$ cat config.mk
export PLATFORM = sky130hd
export DESIGN_NAME = packet_demux
export DESIGN_NICKNAME = d
export VERILOG_FILES = /design/src/rtl/packet_demux.sv
export SDC_FILE = /design/constraint.sdc
export NUM_CORES = 1
export LEC_CHECK = 0
export CAP_MARGIN = 25
export CORE_MARGIN = 2
export CORE_UTILIZATION = 40
export DETAILED_ROUTE_END_ITERATION = 8
export DONT_BUFFER_PORTS = 1
export GPL_ROUTABILITY_DRIVEN = 0
export PLACE_DENSITY = 0.66
export SLEW_MARGIN = 20
export SYNTH_ARGS = -nofsm -noshare
export SYNTH_HDL_FRONTEND = slang
export SYNTH_SLANG_ARGS = --single-unit
$ cat constraint.sdc
create_clock -name clk -period 5.2 [get_ports clk]
set_input_delay 1.04 -clock clk [delete_from_list [all_inputs] [get_ports clk]]
set_output_delay 1.04 -clock clk [all_outputs]
set_load 0.01 [all_outputs]
$ cat src/rtl/packet_demux.sv
// Purpose: 1-to-2 packet router; steers whole packets from port C to port A or B by one SOP data bit.
// Latency: 1 cycle from input acceptance to output valid (single registered holding stage).
// Backpressure: c_ready = !hold_full || ready of the tagged port; the non-selected port's ready is ignored.
// Optional: define PACKET_DEMUX_STATS_EN to build the packet/drop statistics counters (tied to 0 otherwise).

package packet_mux_pkg;
    localparam int DATA_W  = 32;
    localparam int EMPTY_W = 2;
endpackage

module packet_demux #(
    parameter int DATA_W   = packet_mux_pkg::DATA_W,
    parameter int EMPTY_W  = packet_mux_pkg::EMPTY_W,
    parameter int DEST_BIT = 0,
    parameter int CNT_W    = 16
) (
    input  logic               clk,
    input  logic               rst_n,
    // input stream
    input  logic [DATA_W-1:0]  c_data,
    input  logic               c_valid,
    input  logic               c_sop,
    input  logic               c_eop,
    input  logic [EMPTY_W-1:0] c_empty,
    input  logic               c_error,
    output logic               c_ready,
    // output port A
    output logic [DATA_W-1:0]  a_data,
    output logic               a_valid,
    output logic               a_sop,
    output logic               a_eop,
    output logic [EMPTY_W-1:0] a_empty,
    output logic               a_error,
    input  logic               a_ready,
    // output port B
    output logic [DATA_W-1:0]  b_data,
    output logic               b_valid,
    output logic               b_sop,
    output logic               b_eop,
    output logic [EMPTY_W-1:0] b_empty,
    output logic               b_error,
    input  logic               b_ready,
    // statistics
    output logic [CNT_W-1:0]   a_pkt_cnt,
    output logic [CNT_W-1:0]   b_pkt_cnt,
    output logic [CNT_W-1:0]   drop_cnt
);

    typedef struct packed {
        logic [DATA_W-1:0]  dat;
        logic               sop;
        logic               eop;
        logic [EMPTY_W-1:0] empty;
        logic               err;
    } beat_t;

    typedef enum logic [1:0] {
        ST_IDLE  = 2'd0,
        ST_FWD_A = 2'd1,
        ST_FWD_B = 2'd2
    } state_t;

    state_t state_q, state_d;

    // holding register: one beat plus its destination tag (0 = A, 1 = B)
    beat_t  hold_q, hold_d;
    logic   hold_full_q, hold_full_d;
    logic   hold_dest_q, hold_dest_d;

    logic   tag_rdy;
    logic   out_xfer;
    logic   accept;
    logic   fwd;
    logic   fwd_dest;
    logic   err_frc;
    logic   sel_a;
    logic   sel_b;

    // Input readiness only looks at the port the held beat is waiting on.
    assign tag_rdy  = hold_dest_q ? b_ready : a_ready;
    assign out_xfer = hold_full_q && tag_rdy;
    assign c_ready  = !hold_full_q || tag_rdy;
    assign accept   = c_valid && c_ready;

    // Next-state and routing decision; the destination bit is only looked at on an SOP beat taken in IDLE.
    always_comb begin
        state_d  = state_q;
        fwd      = 1'b0;
        fwd_dest = hold_dest_q;
        err_frc  = 1'b0;
        case (state_q)
            ST_IDLE: begin
                // A non-SOP beat here is malformed: it is consumed but never forwarded.
                if (accept && c_sop) begin
                    fwd      = 1'b1;
                    fwd_dest = c_data[DEST_BIT];
                    if (!c_eop) begin
                        state_d = c_data[DEST_BIT] ? ST_FWD_B : ST_FWD_A;
                    end
                end
            end
            ST_FWD_A, ST_FWD_B: begin
                if (accept) begin
                    fwd      = 1'b1;
                    fwd_dest = (state_q == ST_FWD_B);
                    // An SOP inside a packet means the previous EOP went missing; keep the
                    // route so packets never split, but flag the beat as errored.
                    err_frc  = c_sop;
                    if (c_eop) begin
                        state_d = ST_IDLE;
                    end
                end
            end
            default: begin
                state_d = ST_IDLE;
            end
        endcase
    end

    // Holding register update: drains on transfer, reloads on every forwarded beat.
    always_comb begin
        hold_d      = hold_q;
        hold_full_d = hold_full_q;
        hold_dest_d = hold_dest_q;
        if (out_xfer) begin
            hold_full_d = 1'b0;
        end
        if (fwd) begin
            hold_full_d  = 1'b1;
            hold_dest_d  = fwd_dest;
            hold_d.dat   = c_data;
            hold_d.sop   = c_sop;
            hold_d.eop   = c_eop;
            hold_d.empty = c_empty;
            hold_d.err   = c_error | err_frc;
        end
    end

    // State and holding register flops; reset discards any held beat.
    always_ff @(posedge clk or negedge rst_n) begin
        if (!rst_n) begin
            state_q     <= ST_IDLE;
            hold_q      <= '0;
            hold_full_q <= 1'b0;
            hold_dest_q <= 1'b0;
        end else begin
            state_q     <= state_d;
            hold_q      <= hold_d;
            hold_full_q <= hold_full_d;
            hold_dest_q <= hold_dest_d;
        end
    end

    // Only the tagged port sees the beat; the other port is held at all zeros.
    assign sel_a = hold_full_q && !hold_dest_q;
    assign sel_b = hold_full_q &&  hold_dest_q;

    assign a_valid = sel_a;
    assign a_data  = sel_a ? hold_q.dat   : '0;
    assign a_sop   = sel_a ? hold_q.sop   : 1'b0;
    assign a_eop   = sel_a ? hold_q.eop   : 1'b0;
    assign a_empty = sel_a ? hold_q.empty : '0;
    assign a_error = sel_a ? hold_q.err   : 1'b0;

    assign b_valid = sel_b;
    assign b_data  = sel_b ? hold_q.dat   : '0;
    assign b_sop   = sel_b ? hold_q.sop   : 1'b0;
    assign b_eop   = sel_b ? hold_q.eop   : 1'b0;
    assign b_empty = sel_b ? hold_q.empty : '0;
    assign b_error = sel_b ? hold_q.err   : 1'b0;

`ifdef PACKET_DEMUX_STATS_EN
    localparam logic [CNT_W-1:0] CNT_ONE = {{(CNT_W-1){1'b0}}, 1'b1};

    logic             a_eop_xfer;
    logic             b_eop_xfer;
    logic             drop;
    logic [CNT_W-1:0] a_cnt_q, a_cnt_d;
    logic [CNT_W-1:0] b_cnt_q, b_cnt_d;
    logic [CNT_W-1:0] drop_cnt_q, drop_cnt_d;

    assign a_eop_xfer = out_xfer && !hold_dest_q && hold_q.eop;
    assign b_eop_xfer = out_xfer &&  hold_dest_q && hold_q.eop;
    assign drop       = accept && (state_q == ST_IDLE) && !c_sop;

    // Saturating counters; each event source increments its own counter independently.
    always_comb begin
        a_cnt_d    = a_cnt_q;
        b_cnt_d    = b_cnt_q;
        drop_cnt_d = drop_cnt_q;
        if (a_eop_xfer && (a_cnt_q != '1)) begin
            a_cnt_d = a_cnt_q + CNT_ONE;
        end
        if (b_eop_xfer && (b_cnt_q != '1)) begin
            b_cnt_d = b_cnt_q + CNT_ONE;
        end
        if (drop && (drop_cnt_q != '1)) begin
            drop_cnt_d = drop_cnt_q + CNT_ONE;
        end
    end

    // Counter flops.
    always_ff @(posedge clk or negedge rst_n) begin
        if (!rst_n) begin
            a_cnt_q    <= '0;
            b_cnt_q    <= '0;
            drop_cnt_q <= '0;
        end else begin
            a_cnt_q    <= a_cnt_d;
            b_cnt_q    <= b_cnt_d;
            drop_cnt_q <= drop_cnt_d;
        end
    end

    assign a_pkt_cnt = a_cnt_q;
    assign b_pkt_cnt = b_cnt_q;
    assign drop_cnt  = drop_cnt_q;
`else
    assign a_pkt_cnt = '0;
    assign b_pkt_cnt = '0;
    assign drop_cnt  = '0;
`endif

endmodule

* After elaboration in Yosys (flattened, before gate mapping)
Cells that the tools add are included.
** Word-level totals
- Register bits after elaboration :: 41
- Input bits :: 42
** Cells by class
- Equal/unequal tests :: 6
- Muxes and demuxes :: 27
- Bitwise gates (word level) :: 1
- Reductions and logical operators :: 14
** Operators by type and width (count)
- $mux W32 :: 2
- $mux W1 :: 15
- $mux W2 :: 7
- $ne A2 B2 Y1 const B :: 4
- $reduce_and A4 Y1 :: 2
- $logic_and A1 B1 Y1 :: 5
- $pmux W1 S2 :: 2
- $pmux W2 S2 :: 1
- $reduce_bool A2 Y1 :: 2
- $eq A2 B1 Y1 const B :: 1
- $eq A2 B2 Y1 const B :: 1
- $logic_not A1 Y1 :: 2
- $logic_not A2 Y1 :: 1
- $reduce_or A2 Y1 :: 1
- $logic_or A1 B1 Y1 :: 1
- $or A1 B1 Y1 :: 1

* Depth between registers and ports, before layout
- Word-level depth :: 7
- Mapped depth :: 7

* Worst setup path after synthesis
No wires, ideal clock.
- Path type :: input to output
- Start point :: input port b_ready
- End point :: output port c_ready
- Arrival time :: 1.481 ns
- Required time :: 4.160 ns
- Path slack :: 2.679 ns
- Stages :: 2
- Buffers on the path :: 0
- Path through :: mux2i_2 -> nand2_1
** On the way
- Word-level cells in the longest chain between the ends :: 2
** RTL lines
- start: declaration :: RTL line 42 : input logic b_ready,
- $mux W1 :: RTL line 80 : assign tag_rdy = hold_dest_q ? b_ready : a_ready;
- $logic_or A1 B1 Y1 :: RTL line 82 : assign c_ready = !hold_full_q || tag_rdy;
- end: declaration :: RTL line 26 : output logic c_ready,
Every way passes these cells.

* Worst setup path in the final report
- Start point :: register hold_dest_q
- End point :: output port a_error
** On the way
- Word-level cells in the longest chain between the ends :: 3
** RTL lines
- start: declaration :: RTL line 68 : logic hold_dest_q, hold_dest_d;
- start signal: assignment :: RTL line 150 : hold_dest_q <= hold_dest_d;
- $logic_not A1 Y1 :: RTL line 155 : assign sel_a = hold_full_q && !hold_dest_q;
- $logic_and A1 B1 Y1 :: RTL line 155
- named net a_valid :: RTL line 29 : output logic a_valid,
- $mux W1 :: RTL line 163 : assign a_error = sel_a ? hold_q.err : 1'b0;
- end: declaration :: RTL line 33 : output logic a_error,
The timed path passes the listed nets, and every way through them passes these cells.

==> results.py <==
metrics = {
    "run_status": {
        "status": "finished, final reports clean",
    },
    "worst_setup_path": {
        "crit_fanout": 38,
        "cp.arrival_ns": 1.67,
        "reg2reg_depth": 6,
        "path_class": "flop to output port",
        "crit_path_end_kind": "output port",
        "startpoint_type": "flop",
        "cp.required_ns": 4.16,
    },
    "route": {
        "drtIter0Drc": 46,
        "drtAntennaViolNets": 0,
        "drcViolationCount": 0,
        "routed_wl_um": 4971,
        "viasPerCell": 5.151,
        "wl_per_cell_um": 15.63,
        "vias": 1638,
        "dr.pass1.iters": 4,
    },
    "timing": {
        "max_freq_mhz": 368.4,
        "rsz0062_at_grt": "false",
        "fin_tns_setup_ns": 0,
        "fin_crit_ns": 2.714,
        "slew_headroom_pct": 63.08,
        "fin_worst_skew_ns": 0.005457,
        "drv_slew": 0,
        "finalHoldViolCount": 0,
        "period_share_pct": 52.20,
        "setup_viol": 0,
        "tightest_slew_ns": 0.5538,
    },
    "floorplanning": {
        "start_util_pct": 41.08,
        "core_area_sq_um": 6314,
        "die_x_um": 84.53,
        "rows": 29,
        "fp.dieArea_sq_um": 7144,
        "io_pins": 167,
        "die_y_um": 84.53,
    },
    "cts": {
        "insertion_delay_ns": 0.28,
        "htreeDepth": 2,
        "cts_tree": "done",
        "ctsResizeCount": 0,
        "cts_root_buf": "clkbuf_8",
        "cts_sinks": 41,
        "cts_buffers": 5,
        "clk_pin_slew_ns": 0.07,
        "postCtsSetupRepairBufs": 0,
        "cts_hold_buf": 0,
        "clockBufferDepth": 2,
    },
    "layout": {
        "fillers": 619,
        "nNetsFinal": 286,
        "drive_above_1_share_pct": 21.16,
        "area_growth_pct": -2.219,
        "diodes": 0,
        "mostFrequentLayoutCells": "conb_1, dfrtp_1, and2_1",
        "final_common_cell": "conb_1",
    },
    "synth": {
        "yosys.area.top_type": "dfrtp_1",
        "synth.avg_cell_area_sq_um": 10.42,
        "synth.area.top_cells": "dfrtp_1, mux2_2, buf_4, and2_1, and3_1",
        "synthCells": 249,
        "synth_area_sq_um": 2594,
        "yosys.area.top_type_share_pct": 39.56,
        "ys_seq_elements": 41,
        "seq_area_frac_synth_pct": 39.56,
        "yosys_warnings": 0,
        "synthDistinctLibCells": 25,
    },
    "grt": {
        "grt_max_degree": 44,
        "grtUsageTotal_pct": 13.50,
        "grt_antenna_before_repair": 0,
        "grt_overflow": 0,
        "grt_pass1_vias": 1480,
        "grt_pass1_wl_um": 7776,
    },
    "placed_design": {
        "dp.final_hpwl_um": 3436,
        "io_buffers": 0,
    },
    "power": {
        "finalPower_w": 0.001455,
        "p_per_area_nw_per_um2": 573.9,
        "power_leakage_nw": 1.260,
        "peakVddDrop_mv": 0.2705,
    },
    "flow_run": {
        "max-cap-violations": 0,
    },
    "worst_hold_path": {
        "hold_path_class": "primary input to async pin",
    },
}
## synthesized netlist by cell type, drive strengths merged
library cell	count
conb	1
and2b	1
mux2i	3
buf	52
and3	37
a21oi	2
nand2	2
dfrtp	41
o21ai	4
inv	5
nand2b	1
a221oi	1
and2	38
nand4b	1
mux2	37
clkbuf	13
ha	3
a211oi	3
o2bb2ai	2
or2b	1
a21bo	1
## state kept, by name, summed over array words and instances (netlist names)
signal       cells
hold_full_q      1
hold_dest_q      1
state_q          2
hold_q          37
## cell type report
cell class	instances	area, sq um	share of cell area (%)
well taps	77	96.34	3.799
multi-input cells	185	1279	50.42
flip-flops and latches	41	1026	40.45
inverters	5	18.77	0.7400
clock buffers	7	86.33	3.404
repair buffers	3	30.03	1.184
## cell families after synthesis
logic type,Yosys count,synth area share (%)
compound gates,13,3.907
flops,41,39.56
other cells,1,0.1446
buf+inv,70,17.95
mux,40,17.37
simple gates,81,19.63
fa+ha+maj,3,1.447
## worst max-delay path, cell delays in order (launching register included)
cell	delay, ns
dfrtp_1	0.49
and2b_2	0.63
and2_1	0.28
## through the flow
step,util (%),area (sq um),cells,setup WS (ns),hold slack [ns]
floorplan,-,2770,296,2.679,0.4875
global placement,38.57,2435,310,2.376,0.4996
detailed placement,38.57,2435,310,2.299,0.5063
CTS,39.93,2521,317,1.989,0.4319
global route,40.17,2536,318,2.342,0.4218
finish,40.17,2536,318,2.486,0.4443
## power by group
group	internal [W]	switching [W]	total [W]	leakage (nW)
clock	0.000105	0.0000989	0.000204	0.0443
combinational	0.000280	0.000380	0.000660	0.730
sequential	0.000479	0.000113	0.000591	0.485
## layer usage
layer / track usage, % / up-vias / wire [um]
li1: - / 720 / -
met1: 17.09 / 803 / 2036
met2: 22.05 / 110 / 2338
met3: 4.818 / 5 / 547
met4: 3.463 / 0 / 50
met5: 0 / - / 0
## final timing paths
| path | slack (ns) | endpoint | start |
|---|---|---|---|
| setup / recovery | 2.49 | a_error | hold_dest_q |
| hold / removal | 0.44 | hold_q[20] | rst_n |
| setup reg to reg | 3.04 | hold_q[16] | state_q[0] |
| hold reg to reg | 0.52 | hold_q[34] | hold_q[34] |
| max in group asynchronous | 4.66 | hold_full_q | rst_n |
| min in group clk | 0.52 | hold_q[34] | hold_q[34] |
Power figures use the tool's default switching activity.
